File: src/rtl/ysyx_pcu.sv
// ysyx_pcu: program counter unit. Issues sequential fetch addresses, tracks
// in-flight fetches in a small FIFO of {pc, predicted next pc}, checks each
// retired instruction against the FIFO head and redirects, flushes or halts.
module ysyx_pcu #(
  parameter int              XLEN     = 32,
  parameter logic [XLEN-1:0] RESET_PC = 32'h8000_0000,
  parameter int              DEPTH    = 4
) (
  input  logic                         clock,
  input  logic                         reset,
  input  logic                         wb_valid,
  input  logic [XLEN-1:0]              wb_rpc,
  input  logic [XLEN-1:0]              wb_npc,
  input  logic                         wb_retire,
  input  logic                         wb_ebreak,
  input  logic                         ifu_ready,
  output logic [XLEN-1:0]              pc,
  output logic                         pc_valid,
  output logic                         flush,
  output logic [$clog2(DEPTH+1)-1:0]   inflight,
  output logic                         halted,
  output logic                         err
);

  localparam int CW = $clog2(DEPTH+1);
  localparam int PW = $clog2(DEPTH);
  localparam logic [CW-1:0] DEPTH_C = CW'(DEPTH);

  typedef enum logic [1:0] {BOOT, FETCH, FLUSH, HALT} state_t;

  // Sequential fetch step; wraps modulo 2^XLEN by construction.
  function automatic logic [XLEN-1:0] pc_inc(input logic [XLEN-1:0] a);
    return a + XLEN'(4);
  endfunction

  // FIFO pointer step; DEPTH is a power of two so the natural wrap is modulo DEPTH.
  function automatic logic [PW-1:0] ptr_inc(input logic [PW-1:0] p);
    return p + PW'(1);
  endfunction

  state_t          state, state_nxt;
  logic [XLEN-1:0] pc_nxt;
  logic [CW-1:0]   cnt, cnt_nxt;
  logic [PW-1:0]   wptr, wptr_nxt, rptr, rptr_nxt;
  logic            err_nxt;
  logic            push;

  logic [XLEN-1:0] fifo_pc   [DEPTH];
  logic [XLEN-1:0] fifo_pnpc [DEPTH];

  logic fire, pop, wb_empty, redirect, halt_go;

  assign pc_valid = (state == FETCH) && (cnt < DEPTH_C);
  assign flush    = (state == FLUSH);
  assign halted   = (state == HALT);
  assign inflight = cnt;

  assign fire     = pc_valid & ifu_ready;
  assign pop      = wb_valid & (state == FETCH) & (cnt != '0);
  assign wb_empty = wb_valid & (state == FETCH) & (cnt == '0);
  assign halt_go  = pop & wb_ebreak;
  assign redirect = pop & ~wb_ebreak &
                    (wb_retire | (wb_npc != fifo_pnpc[rptr]));

  // Next-state, pc, occupancy and error decisions.
  always_comb begin
    state_nxt = state;
    pc_nxt    = pc;
    cnt_nxt   = cnt;
    wptr_nxt  = wptr;
    rptr_nxt  = rptr;
    err_nxt   = err;
    push      = 1'b0;
    if (wb_empty || (pop && (wb_rpc != fifo_pc[rptr]))) err_nxt = 1'b1;
    case (state)
      BOOT:  state_nxt = FETCH;
      FLUSH: state_nxt = FETCH;
      HALT:  state_nxt = HALT;
      FETCH: begin
        if (halt_go) begin
          state_nxt = HALT;
          rptr_nxt  = ptr_inc(rptr);
          cnt_nxt   = cnt - CW'(1);
        end else if (redirect) begin
          state_nxt = FLUSH;
          pc_nxt    = wb_npc;
          cnt_nxt   = '0;
          wptr_nxt  = '0;
          rptr_nxt  = '0;
        end else begin
          if (fire) begin
            push     = 1'b1;
            pc_nxt   = pc_inc(pc);
            wptr_nxt = ptr_inc(wptr);
          end
          if (pop) rptr_nxt = ptr_inc(rptr);
          if (fire && !pop)      cnt_nxt = cnt + CW'(1);
          else if (!fire && pop) cnt_nxt = cnt - CW'(1);
        end
      end
      default: state_nxt = BOOT;
    endcase
  end

  // Control state register; reset overrides every same-cycle event.
  always_ff @(posedge clock) begin
    if (reset) begin
      state <= BOOT;
      pc    <= RESET_PC;
      cnt   <= '0;
      wptr  <= '0;
      rptr  <= '0;
      err   <= 1'b0;
    end else begin
      state <= state_nxt;
      pc    <= pc_nxt;
      cnt   <= cnt_nxt;
      wptr  <= wptr_nxt;
      rptr  <= rptr_nxt;
      err   <= err_nxt;
    end
  end

  // FIFO storage; occupancy is governed by the pointers, so no reset needed.
  always_ff @(posedge clock) begin
    if (push && !reset) begin
      fifo_pc[wptr]   <= pc;
      fifo_pnpc[wptr] <= pc_inc(pc);
    end
  end

endmodule

File: config.mk
export PLATFORM = sky130hd
export DESIGN_NAME = ysyx_pcu
export DESIGN_NICKNAME = d
export VERILOG_FILES = /design/src/rtl/ysyx_pcu.sv
export SDC_FILE = /design/constraint.sdc
export NUM_CORES = 1
export LEC_CHECK = 0
export ABC_CLOCK_PERIOD_IN_PS = 6500
export BUFFER_PORTS_ARGS = -buffer_cell sky130_fd_sc_hd__clkbuf_2
export CAP_MARGIN = 5
export CORE_UTILIZATION = 55
export CTS_CLUSTER_DIAMETER = 50
export DETAILED_ROUTE_END_ITERATION = 7
export PLACE_DENSITY_LB_ADDON = 0.25
export SLEW_MARGIN = 40
export SYNTH_ARGS = -nofsm -noshare
export SYNTH_HDL_FRONTEND = slang
export SYNTH_SLANG_ARGS = --single-unit
File: constraint.sdc
create_clock -name clock -period 6.5 [get_ports clock]
set_clock_uncertainty 0.2 [all_clocks]
set_input_delay 0.65 -clock clock [delete_from_list [all_inputs] [get_ports clock]]
set_output_delay 0.65 -clock clock [all_outputs]
set_load 0.02 [all_outputs]
==> impl_metrics.env <==
export IMPL_clk_pin_slew_ns=0.06
export IMPL_yosysTopAreaCell="edfxtp_1"
export IMPL_crit_type="register to register"
export IMPL_multiInputGateArea_sq_mm=0.00409
export IMPL_relSlewSlack_pct=39.0
export IMPL_synth_ff_type="edfxtp_1"
export IMPL_ys_warn_count=0
export IMPL_wl_per_cell_um=23.0
export IMPL_ir_worst_vdd_v=0.000184
export IMPL_die_w_um=154
export IMPL_fmax_ghz=0.194
export IMPL_power_per_cell_area_mw_per_mm2=297
export IMPL_clkPwrFrac_pct=41.2
export IMPL_p_switching_uw=1000
export IMPL_place_congestion=0.897
export IMPL_crit_fanout=46
export IMPL_netlist_area_leader_share_pct=58.8
export IMPL_final_setup_tns_ns=0
export IMPL_hold_violations=0
export IMPL_nets=988
export IMPL_grt_max_degree=51
export IMPL_syn_num_nets=867
export IMPL_grt_total_usage_pct=24.4
export IMPL_grt_pass1_vias=7384
export IMPL_area_growth_pct=15.1
export IMPL_pwr_share_comb_pct=9.2
export IMPL_clock_path_buffers=3
export IMPL_drt_iter0_drc=539
export IMPL_overflow=0
export IMPL_cp_arrival_ns=5.19
export IMPL_pwr_share_seq_pct=49.6
export IMPL_drt_first_pass_iters=5
export IMPL_drive_gt1_share_pct=23.4
export IMPL_synth_commonest_cells="edfxtp_1 (248), xnor2_1 (58), dfxtp_1 (44)"
export IMPL_cts_tree="yes"
export IMPL_viasPerCell=6.07
export IMPL_cts_made_buffers=30
export IMPL_seq_area_frac_synth_pct=65.7
export IMPL_avgSynthCellArea_sq_um=16.1
export IMPL_drt_total_wl_um=28000
export IMPL_coreArea_sq_mm=0.0226
export IMPL_period_share_pct=79.2
export IMPL_utilization_pct=64.4
export IMPL_ant_nets=0
export IMPL_crit_required_ns=6.54
export IMPL_start_kind="register"
export IMPL_layout_min_cycle_time_ns=5.15
export IMPL_fin_hold_ws_ns=0.162
export IMPL_dieHeight_um=154
export IMPL_status="complete, no violations"
export IMPL_io_pins=109
export IMPL_hpwl_um=18700
export IMPL_syn_area_sq_mm=0.0127
export IMPL_start_util_pct=56.0
export IMPL_rows=55
export IMPL_cts_resized=0
export IMPL_nFillCells=1569
export IMPL_clk_insertion_delay_late_ns=0.56
export IMPL_p_leak_uw=0.00487
export IMPL_p_int_uw=3330
export IMPL_worst_pin_slew_ns=0.892
export IMPL_synth_area_top_cells="edfxtp_1 (59%), dfxtp_1 (7.0%), mux4_2 (6.0%)"
export IMPL_rsz0062_at_grt="no"
export IMPL_drc=0
export IMPL_cts_sinks=292
export IMPL_endpoint_kind="register"
export IMPL_io_buffers=108
export IMPL_cts_root_buf="clkbuf_16"
export IMPL_hold_buffers=0
export IMPL_synth_most_common_cell="edfxtp_1"
export IMPL_switching_share_pct=23.1
export IMPL_dieArea_sq_mm=0.0236
export IMPL_maxCapViolations=0
export IMPL_grt_pass1_wl_um=43200
export IMPL_hp_class="input pin to register"
export IMPL_synthesis_instances=788
export IMPL_synth_lib_cells_used_distinct=62
export IMPL_final_max_slew_viol_count=0
export IMPL_synthArstFlopShare_pct=0
export IMPL_setup_violations=0
export IMPL_vias=7398
export IMPL_ctsHtreeMaxLevel=1
export IMPL_antenna_found_initial=0
export IMPL_synth_edff_count=248
export IMPL_seq_area_sq_mm=0.00834
export IMPL_antenna_cells=0
export IMPL_cts_setup_buffers=0
export IMPL_ys_ff_latch=292
==> layout make-up <==
cell class / instances / area share (%)
clock buffers: 35 / 5.35
clock inverters: 21 / 1.87
inverters: 19 / 0.489
multi-input cells: 446 / 28.0
flip-flops and latches: 292 / 57.2
well taps: 285 / 2.45
repair buffers: 120 / 4.67
==> routing by layer <==
metal	vias up	share of wire, %	track usage [%]
met5	-	0	0
met4	0	2.1	6.76
met3	46	7.1	3.07
li1	3341	-	-
met1	3710	42	34.9
met2	301	49	39.7
==> metrics by stage <==
| stage | setup slack, ns | cells | total power [uW] | instance area [sq um] |
|---|---|---|---|---|
| after floorplan | 1.89 | 788 | 2460 | 12700 |
| after global placement | 1.46 | 1162 | 2580 | 13500 |
| after detailed placement | 1.42 | 1162 | 2590 | 13500 |
| after CTS | 1.43 | 1218 | 4360 | 14600 |
| after global routing | 1.18 | 1218 | 4470 | 14600 |
| final | 1.35 | 1218 | 4330 | 14600 |
==> cell families after synthesis <==
kind of cell | count (synthesis) | synth area share (%)
flip-flops | 292 | 65.7
AO/OA/AOI/OAI | 79 | 4.70
XOR/XNOR | 92 | 6.36
adder cells (fa/ha/maj) | 9 | 0.889
AND/OR/NAND/NOR | 177 | 7.73
buffers and inverters | 50 | 2.11
multiplexers | 89 | 12.5
==> path summary, 6_finish.rpt <==
| path | startpoint | to | slack [ns] | cells past startpoint |
|---|---|---|---|---|
| max | register | fifo_pnpc[2][27] | 1.35 | 9 |
| min | wb_valid | err | 0.16 | 3 |
| max reg2reg | register | fifo_pnpc[2][27] | 1.35 | 9 |
| min reg2reg | rptr[0] | register | 0.28 | 2 |
==> state kept, by name (all words and copies together) (netlist names), named ones only <==
| name | flops |
|---|---|
| inflight | 3 |
| fifo_pnpc | 120 |
| err | 1 |
| fifo_pc | 128 |
| wptr | 2 |
| rptr | 2 |
| pc | 32 |
| state | 2 |
==> power groups by stage <==
stage	registers, uW	clock network, uW	logic, uW
3_5_place_dp	2190	0	399
2_1_floorplan	2170	0	286
3_3_place_gp	2190	0	395
6_report	2150	1780	400
5_1_grt	2160	1880	434
4_1_cts	2150	1810	402
==> critical path, cell delays in order (launching register included) <==
cell	delay (ns)
dfxtp_4	0.86
mux4_1	0.67
xnor2_1	0.15
nand4_1	0.11
a2111oi_0	0.80
and4_1	0.54
a21oi_4	0.23
nor3_4	0.24
and2_2	0.65
buf_4	0.35
==> layout by cell type (no fill, tap or decap), drive strengths merged, types with 3 or more instances in the layout <==
cell	synthesis	layout
or3	5	5
nor3	14	14
mux2	3	3
nand3	18	18
and3	9	9
a211oi	3	3
and4	6	6
a21oi	16	16
mux4	50	50
nand2b	7	7
edfxtp	248	248
xor2	34	34
buf	21	13
inv	18	20
nor2	34	34
nor4	10	10
a221o	18	18
xnor2	58	58
and2	20	20
clkinv	1	13
o22ai	4	4
ha	9	9
a31oi	3	3
or4	3	3
o21ai	11	11
clkbuf	10	142
dfxtp	44	44
bufinv	0	5
nor2b	10	10
nand4	12	12
o2bb2ai	6	6
nand2	24	24
mux2i	36	36
(Power assumes the default switching activity.)
